[config.mk]
export PLATFORM = sky130hd
export DESIGN_NAME = bcd_serial_addsub_flat
export DESIGN_NICKNAME = d
export VERILOG_FILES = /design/src/rtl/bcd_serial_addsub_if.sv /design/src/rtl/bcd_serial_addsub.sv /design/src/flat_wrapper.sv
export SDC_FILE = /design/constraint.sdc
export NUM_CORES = 1
export LEC_CHECK = 0
export ABC_AREA = 1
export BUFFER_PORTS_ARGS = -buffer_cell sky130_fd_sc_hd__buf_2
export CORE_UTILIZATION = 50
export DETAILED_ROUTE_END_ITERATION = 12
export GPL_TIMING_DRIVEN = 0
export MAX_ROUTING_LAYER = met4
export PLACE_DENSITY_LB_ADDON = 0.12
export SLEW_MARGIN = 30
export SYNTH_ARGS = -nofsm -noshare
export SYNTH_HDL_FRONTEND = slang
export SYNTH_SLANG_ARGS = --single-unit
[constraint.sdc]
create_clock -name clk -period 2.5 [get_ports clk]
set_input_delay 0 -clock clk [delete_from_list [all_inputs] [get_ports clk]]
set_output_delay 0 -clock clk [all_outputs]
set_load 0.005 [all_outputs]
[src/rtl/bcd_serial_addsub_if.sv]
// Handshake and operand/result bundle for the digit-serial BCD adder/subtractor.
// Master drives the request side; slave returns status and the registered result.
interface bcd_serial_addsub_if #(
    parameter int DIGITS = 4
);
    logic                  start;
    logic                  sub;
    logic [4*DIGITS-1:0]   a;
    logic [4*DIGITS-1:0]   b;
    logic                  cin;
    logic                  ready;
    logic                  busy;
    logic                  done;
    logic [4*DIGITS-1:0]   sum;
    logic                  cout;
    logic                  invalid;

    modport master (
        output start, sub, a, b, cin,
        input  ready, busy, done, sum, cout, invalid
    );

    modport slave (
        input  start, sub, a, b, cin,
        output ready, busy, done, sum, cout, invalid
    );
endinterface

[src/rtl/bcd_serial_addsub.sv]
// Digit-serial packed-BCD adder/subtractor, one digit per clock, LSD first.
// Optional macro BCD_SERIAL_SAT_EN: add-mode overflow saturates the sum to all 9s.
module bcd_serial_addsub #(
    parameter int DIGITS = 4
) (
    input  logic                  clk,
    input  logic                  rst,
    bcd_serial_addsub_if.slave    bus
);
    localparam int W  = 4 * DIGITS;
    localparam int CW = (DIGITS > 1) ? $clog2(DIGITS) : 1;

    typedef enum logic [1:0] {
        IDLE = 2'd0,
        RUN  = 2'd1,
        DONE = 2'd2
    } state_t;

    // Per-digit 9's complement, 4-bit wrap for non-BCD digits.
    function automatic logic [W-1:0] nines_comp(input logic [W-1:0] v);
        logic [W-1:0] r;
        r = '0;
        for (int i = 0; i < DIGITS; i++) begin
            r[4*i +: 4] = 4'd9 - v[4*i +: 4];
        end
        return r;
    endfunction

    function automatic logic any_invalid(input logic [W-1:0] v);
        logic r;
        r = 1'b0;
        for (int i = 0; i < DIGITS; i++) begin
            if (v[4*i +: 4] > 4'd9) begin
                r = 1'b1;
            end else begin
                r = r;
            end
        end
        return r;
    endfunction

    // Returns {carry, digit}.
    function automatic logic [4:0] bcd_digit_add(input logic [3:0] x, input logic [3:0] y,
                                                 input logic c);
        logic [4:0] t;
        logic [4:0] s;
        t = {1'b0, x} + {1'b0, y} + {4'd0, c};
        if (t > 5'd9) begin
            s = t + 5'd6;
            return {1'b1, s[3:0]};
        end else begin
            return {1'b0, t[3:0]};
        end
    endfunction

    state_t          state_r, state_next_s;
    logic [W-1:0]    a_sh_r, b_sh_r, res_sh_r;
    logic            carry_r, inv_r;
    logic [CW-1:0]   cnt_r;
    logic [W-1:0]    sum_r;
    logic            cout_r, invalid_r;
    logic            ready_r, busy_r, done_r;
    logic [4:0]      digit_s;
    logic [W+3:0]    res_cat_s;
    logic [W-1:0]    res_next_s;
    logic            last_digit_s;
`ifdef BCD_SERIAL_SAT_EN
    logic            sub_r;
`endif

    // Current digit arithmetic and the result shifted in at the MSD end.
    always_comb begin
        digit_s      = bcd_digit_add(a_sh_r[3:0], b_sh_r[3:0], carry_r);
        res_cat_s    = {digit_s[3:0], res_sh_r};
        res_next_s   = res_cat_s[W+3:4];
        last_digit_s = (cnt_r == CW'(DIGITS - 1));
    end

    // FSM state register.
    always_ff @(posedge clk or posedge rst) begin
        if (rst) begin
            state_r <= IDLE;
        end else begin
            state_r <= state_next_s;
        end
    end

    // FSM next-state logic; start is only honoured in IDLE.
    always_comb begin
        state_next_s = state_r;
        case (state_r)
            IDLE: begin
                if (bus.start) begin
                    state_next_s = RUN;
                end else begin
                    state_next_s = IDLE;
                end
            end
            RUN: begin
                if (last_digit_s) begin
                    state_next_s = DONE;
                end else begin
                    state_next_s = RUN;
                end
            end
            DONE:    state_next_s = IDLE;
            default: state_next_s = IDLE;
        endcase
    end

    // Status outputs registered from the next state so they align with state_r.
    always_ff @(posedge clk or posedge rst) begin
        if (rst) begin
            ready_r <= 1'b1;
            busy_r  <= 1'b0;
            done_r  <= 1'b0;
        end else begin
            ready_r <= (state_next_s == IDLE);
            busy_r  <= (state_next_s == RUN);
            done_r  <= (state_next_s == DONE);
        end
    end

    // Operand capture, digit-serial datapath and result registers.
    always_ff @(posedge clk or posedge rst) begin
        if (rst) begin
            a_sh_r    <= '0;
            b_sh_r    <= '0;
            res_sh_r  <= '0;
            carry_r   <= 1'b0;
            inv_r     <= 1'b0;
            cnt_r     <= '0;
            sum_r     <= '0;
            cout_r    <= 1'b0;
            invalid_r <= 1'b0;
`ifdef BCD_SERIAL_SAT_EN
            sub_r     <= 1'b0;
`endif
        end else begin
            case (state_r)
                IDLE: begin
                    if (bus.start) begin
                        a_sh_r   <= bus.a;
                        b_sh_r   <= bus.sub ? nines_comp(bus.b) : bus.b;
                        carry_r  <= bus.sub ? 1'b1 : bus.cin;
                        res_sh_r <= '0;
                        cnt_r    <= '0;
                        inv_r    <= any_invalid(bus.a) | any_invalid(bus.b);
`ifdef BCD_SERIAL_SAT_EN
                        sub_r    <= bus.sub;
`endif
                    end
                end
                RUN: begin
                    a_sh_r   <= a_sh_r >> 4'd4;
                    b_sh_r   <= b_sh_r >> 4'd4;
                    res_sh_r <= res_next_s;
                    carry_r  <= digit_s[4];
                    cnt_r    <= cnt_r + CW'(1'b1);
                    if (last_digit_s) begin
`ifdef BCD_SERIAL_SAT_EN
                        sum_r <= (!sub_r && digit_s[4]) ? {DIGITS{4'h9}} : res_next_s;
`else
                        sum_r <= res_next_s;
`endif
                        cout_r    <= digit_s[4];
                        invalid_r <= inv_r;
                    end
                end
                default: begin
                end
            endcase
        end
    end

    assign bus.ready   = ready_r;
    assign bus.busy    = busy_r;
    assign bus.done    = done_r;
    assign bus.sum     = sum_r;
    assign bus.cout    = cout_r;
    assign bus.invalid = invalid_r;
endmodule
[src/flat_wrapper.sv]
// flat-port wrapper written by rule: the top's interface ports become plain ports
module bcd_serial_addsub_flat 
#(
    parameter int DIGITS = 4
)
  (clk, rst, bus_start, bus_sub, bus_a, bus_b, bus_cin, bus_ready, bus_busy, bus_done, bus_sum, bus_cout, bus_invalid);
  bcd_serial_addsub_if #(.DIGITS(DIGITS)) bus_i ();
  input  logic clk;
  input  logic rst;
  input wire logic [$bits(bus_i.start)-1:0] bus_start;
  input wire logic [$bits(bus_i.sub)-1:0] bus_sub;
  input wire logic [$bits(bus_i.a)-1:0] bus_a;
  input wire logic [$bits(bus_i.b)-1:0] bus_b;
  input wire logic [$bits(bus_i.cin)-1:0] bus_cin;
  output wire logic [$bits(bus_i.ready)-1:0] bus_ready;
  output wire logic [$bits(bus_i.busy)-1:0] bus_busy;
  output wire logic [$bits(bus_i.done)-1:0] bus_done;
  output wire logic [$bits(bus_i.sum)-1:0] bus_sum;
  output wire logic [$bits(bus_i.cout)-1:0] bus_cout;
  output wire logic [$bits(bus_i.invalid)-1:0] bus_invalid;
  assign bus_i.start = bus_start;
  assign bus_i.sub = bus_sub;
  assign bus_i.a = bus_a;
  assign bus_i.b = bus_b;
  assign bus_i.cin = bus_cin;
  assign bus_ready = bus_i.ready;
  assign bus_busy = bus_i.busy;
  assign bus_done = bus_i.done;
  assign bus_sum = bus_i.sum;
  assign bus_cout = bus_i.cout;
  assign bus_invalid = bus_i.invalid;
  bcd_serial_addsub #(.DIGITS(DIGITS)) u_core (.clk(clk), .rst(rst), .bus(bus_i));
endmodule
; After elaboration in Yosys (flattened, before gate mapping)
; Index checks and enable logic that the tools add are counted.
; Widths: inputs -> output; s select.
[op_classes]
n_addsub = 8
order_cmp = 9
eq_ne = 5
n_mux = 28
bitwise_logic = 1
n_reduce_logical = 6
[ops]
columns = cell, count
row1 = $pmux 16 s2, 3
row2 = $mux 16, 4
row3 = $gt 4x4->1 const B, 8
row4 = $sub 4x4->4 const A, 4
row5 = $mux 1, 15
row6 = $pmux 2 s2, 2
row7 = $reduce_and 2->1, 3
row8 = $add 4x4->5, 1
row9 = $add 5x1->5, 1
row10 = $gt 5x4->1 const B, 1
row11 = $mux 5, 1
row12 = $add 4x3->4 const B, 1
row13 = $eq 2x1->1 const B, 2
row14 = $eq 2x2->1 const B, 2
row15 = $logic_not 2->1, 2
row16 = $mux 2, 2
row17 = $add 2x1->2 const B, 1
row18 = $ne 2x2->1 const B, 1
row19 = $pmux 1 s2, 1
row20 = $reduce_bool 2->1, 1
row21 = $or 1x1->1, 1
[word_totals]
regBits = 75

; Longest topological paths before layout
[logic_depth]
depth_word = 8
ltp_mapped = 15
ltp_nobuf = 15

; Worst setup path after synthesis
; No wires, ideal clock.
[synth_timing]
path_type = reg2reg
start = reg u_core.carry_r
end = reg u_core.res_sh_r[15]
arrival_time_ns = 2.226
path_slack_ns = 0.158
stages_incl_launch_ff = 14
path_buffers = 0
period_less_slack_ns = 2.342
path_cell_list = dfrtp_1 > fa_1 > fa_1 > nand2_1 > nand2_4 > ha_1 > a21oi_1 > a21oi_4 > nand2_4 > nand2_4 > nand2_2 > nand2_2 > nand2_1 > nand2_1
[synth_between]
elab_chain_len = 4
elab_cells_between_ends = 5
classes_between = add/sub (2) / order compare (1) / mux (2)
[synth_lines]
columns = item, line_no
row1 = from (decl), bcd_serial_addsub.sv:58  ; logic carry_r, inv_r;
row2 = from (signal assigned), bcd_serial_addsub.sv:145  ; carry_r <= bus.sub ? 1'b1 : bus.cin;
row3 = from (signal assigned), bcd_serial_addsub.sv:158  ; carry_r <= digit_s[4];
row4 = $add 5x1->5 (*), bcd_serial_addsub.sv:47  ; t = {1'b0, x} + {1'b0, y} + {4'd0, c};
row5 = $add 4x3->4 / $gt 5x4->1 (equally long branches), "bcd_serial_addsub.sv:49, bcd_serial_addsub.sv:48"
row6 = $mux 5 (*), bcd_serial_addsub.sv:48  ; if (t > 5'd9) begin
row7 = $pmux 16 s2 (*), bcd_serial_addsub.sv:140  ; case (state_r)
row8 = to (signal assigned), bcd_serial_addsub.sv:157  ; res_sh_r <= res_next_s;
row9 = to (decl), bcd_serial_addsub.sv:57  ; logic [W-1:0] a_sh_r, b_sh_r, res_sh_r;
; Mark *: on every way between the ends. The rest lies on a longest branch, timed or not.
; A chain may end at the register's enable or synchronous reset.

; Worst setup path in the final report
[layout_timing]
start = reg u_core.a_sh_r[0]
end = reg u_core.res_sh_r[14]
[layout_between]
elab_chain_len = 5
elab_cells_between_ends = 6
classes_between = add/sub (3) / order compare (1) / mux (2)
[layout_lines]
columns = item, line_no
row1 = from (decl), bcd_serial_addsub.sv:57
row2 = from (signal assigned), bcd_serial_addsub.sv:143  ; a_sh_r <= bus.a;
row3 = from (signal assigned), bcd_serial_addsub.sv:155  ; a_sh_r <= a_sh_r >> 4'd4;
row4 = $add 4x4->5 (*), bcd_serial_addsub.sv:47
row5 = $add 5x1->5 (*), bcd_serial_addsub.sv:47
row6 = $add 4x3->4 / $gt 5x4->1 (equally long branches), "bcd_serial_addsub.sv:49, bcd_serial_addsub.sv:48"
row7 = $mux 5 (*), bcd_serial_addsub.sv:48
row8 = $pmux 16 s2 (*), bcd_serial_addsub.sv:140
; Marked as above.

==> results.json <==
{
  "critPathArrivalTime_ns": 2.61,
  "routed-via-count": 2893,
  "dieWidth_um": 84.4,
  "syn_inst": 382,
  "drv_cap": 0,
  "syn_area_per_cell_um2": 8.89,
  "dpl-instance-area_um2": 3800,
  "die_h_um": 84.4,
  "yosysWarnings": 0,
  "p_leak_uw": 0.00210,
  "p_int_uw": 3500,
  "first_pass_iters": 8,
  "grt_pass1_wl_um": 13600,
  "path_class": "flip-flop to flip-flop",
  "path_depth": 12,
  "violations": "DRC",
  "ys_seq_area_share_pct": 52.4,
  "setup_viol": 0,
  "synth-seq-cells": 71,
  "routabilityCongestion": 0.814,
  "diodes": 0,
  "p_switching_uw": 2760,
  "finClkSkew_ns": 0.00908,
  "crit_path_end_kind": "flip-flop",
  "port_buffers": 56,
  "p_seq_share_pct": 31.1,
  "viasPerCell": 5.20,
  "clkTransAtPathRegs_ns": 0.08,
  "fmax_mhz": 419,
  "start_kind": "flip-flop",
  "drt_iter0_markers": 169,
  "area_growth_pct": 26.0,
  "syn_area_um2": 3400,
  "ant_nets": 0,
  "fin_crit_ns": 2.39,
  "first_global_vias": 2940,
  "coreArea_um2": 6460,
  "timing.final.crit_share_pct": 95.6,
  "switching_share_pct": 44.1,
  "synth_nets": 431,
  "ff2ff_path_depth": 12,
  "critPathTopFamily": "adder cells",
  "grt_max_degree": 49,
  "layout-drive-gt1-share_pct": 24.6,
  "cp_cell_sequence": "fa_2 -> fa_2 -> inv_2 -> ha_4 -> inv_2 -> a21oi_4 -> a21oi_4 -> nand2_4 -> nand2_4 -> nand2_1 -> nand3_1 -> o21ai_1",
  "cts_root_buffer": "clkbuf_8",
  "ff2ff_setup_slack_ns": 0.11,
  "p_clk_share_pct": 14.7,
  "netlist-cell-type-count": 28,
  "start_util_pct": 52.6,
  "cp_slowest_cell": "fa_2",
  "htreeDepth": 3,
  "synthArstFlopShare_pct": 100,
  "slew_violations": 0,
  "cp.required_ns": 2.73,
  "dp.cells": 516,
  "drc": 6,
  "slew-limit-headroom_pct": 73.4,
  "dieArea_um2": 7130,
  "cts.sinks": 71,
  "cts_tree": "built",
  "cts_buffers": 9,
  "insertion_delay_ns": 0.34,
  "hpwl_um": 5360,
  "fin_nets": 524,
  "p_comb_share_pct": 54.2,
  "cts_buffer_depth": 2,
  "antenna_found_initial": 0,
  "wl_um": 7770,
  "vdd_drop_max_v": 0.000558,
  "crit_buf_inv": 2,
  "power.density_nw_per_um2": 1460,
  "synth-edff-count": 0,
  "wl_per_cell_um": 14.0,
  "holdPathStages": 5,
  "rows": 29,
  "hold_violations": 0,
  "max_stage_delay_ns": 0.58,
  "hp-class": "input port to flip-flop",
  "design_area_um2": 4280,
  "io_pins": 58,
  "synthFlopType": "dfrtp_1",
  "layout.cells.non_filler": 556,
  "worst_pin_slew_ns": 0.400,
  "status": "finished, violations left",
  "critPathMaxFanout": 5,
  "overflow": 0,
  "grt_usage_pct": 25.4
}
## state kept, by name, summed over array words and instances, names as in the netlist
register / count
u_core.b_sh_r: 16
u_core.inv_r: 1
u_core.cnt_r: 2
u_core.res_sh_r: 12
u_core.bus.cout: 1
u_core.bus.invalid: 1
u_core.bus.ready: 1
u_core.bus.done: 1
u_core.bus.busy: 1
u_core.carry_r: 1
u_core.state_r: 2
u_core.bus.sum: 16
u_core.a_sh_r: 16
## stage by stage
stage                     setup WS (ns)  power, µW  hold WS (ns)  setup TNS [ns]  utilization, %
final                             0.111       6260        0.0483               0            66.2
after detailed placement        -0.0348       5050      -0.00528         -0.0672            58.9
after global routing            -0.0284       6840         0.101         -0.0284            66.2
after floorplan                   0.158       4240         0.117               0               -
after CTS                       0.00892       6020        0.0476               0            65.5
after global placement           -0.152       4940         0.218          -10.44            58.4
## worst min-delay path: stages
cell	delay (ns)
buf_2	0.08
xnor2_1	0.10
nand2_1	0.04
o21ai_0	0.07
o21ai_1	0.06
## path summary, 6_finish.rpt
kind,startpoint,to
setup / recovery,u_core.a_sh_r[0]$_DFFE_PP0P_,u_core.res_sh_r[14]$_DFFE_PP0P_
hold / removal,bus_b[4],u_core.b_sh_r[4]$_DFFE_PP0P_
setup reg to reg,u_core.a_sh_r[0]$_DFFE_PP0P_,u_core.res_sh_r[14]$_DFFE_PP0P_
hold reg to reg,u_core.bus.invalid$_DFFE_PP0P_,u_core.bus.invalid$_DFFE_PP0P_
max in group asynchronous,rst,u_core.inv_r$_DFFE_PP0P_
min in group asynchronous,rst,u_core.b_sh_r[8]$_DFFE_PP0P_
## power by group through the flow
stage / clock, µW / combinational [µW] / sequential [µW]
5_1_grt: 991 / 3840 / 2010
3_5_place_dp: 0 / 3080 / 1970
3_3_place_gp: 0 / 2990 / 1950
2_1_floorplan: 0 / 2300 / 1930
4_1_cts: 931 / 3150 / 1950
6_report: 923 / 3390 / 1950
## placed cells by master (no fill, tap or decap), drive strengths merged
master,instances
dfstp,1
inv,36
o21bai,1
buf,76
nor2,23
a22o,4
fa,2
clkinv,2
dlygate4sd3,23
xnor2,4
nand4,2
xor2,3
nand2,93
clkbuf,12
bufinv,1
dfrtp,70
o21ai,49
o22ai,9
clkinvlp,2
a21oi,37
o211ai,3
nand3,16
ha,10
## routing by layer
layer | wire [µm] | track usage (%) | up-vias
li1 | - | - | 1443
met3 | 321 | 5.31 | 14
met1 | 3580 | 32.4 | 1369
met5 | 0 | - | -
met2 | 3730 | 39.9 | 67
met4 | 144 | 10.0 | 0
## synthesized netlist by cell type (6+ instances only)
master    n  area (µm²)
nand2_1  84         315
nand3_1  16        80.1
buf_2    13        65.1
dfrtp_1  70        1750
inv_1    34         128
ha_1     10         125
o21ai_0  32         160
o21ai_1  17        85.1
a21oi_1  35         175
nor2_1   21        78.8
o22ai_1   9        56.3
nand2_2   6        37.5
## timing repair
item,CTS,global route
hold buffers,23,0
gates resized for setup,1,10
cloned,0,0
hold endpoints to repair,93,0
endpoints found under the setup margin,3,8
pin swaps,0,5
buffers inserted,0,2
## cell families (layout without fill, tap and decap cells)
family | Yosys count | in the layout | share of synthesized area [%]
buf+inv | 55 | 152 | 7.11
simple gates | 134 | 134 | 16.9
fa+ha+maj | 12 | 12 | 4.86
flops | 71 | 71 | 52.4
compound gates | 103 | 103 | 16.9
xor+xnor | 7 | 7 | 1.81
## layout make-up
| cell class | instances | area, µm² |
|---|---|---|
| Multi-Input combinational cell | 256 | 1410 |
| Tap cell | 77 | 96.3 |
| Inverter | 36 | 138 |
| Sequential cell | 71 | 1780 |
| Buffer | 19 | 106 |
| Clock buffer | 10 | 138 |
| Clock inverter | 5 | 58.8 |
| Timing Repair Buffer | 82 | 553 |
| Fill cell | 565 | 2180 |
Power figures use the tool's default switching activity.
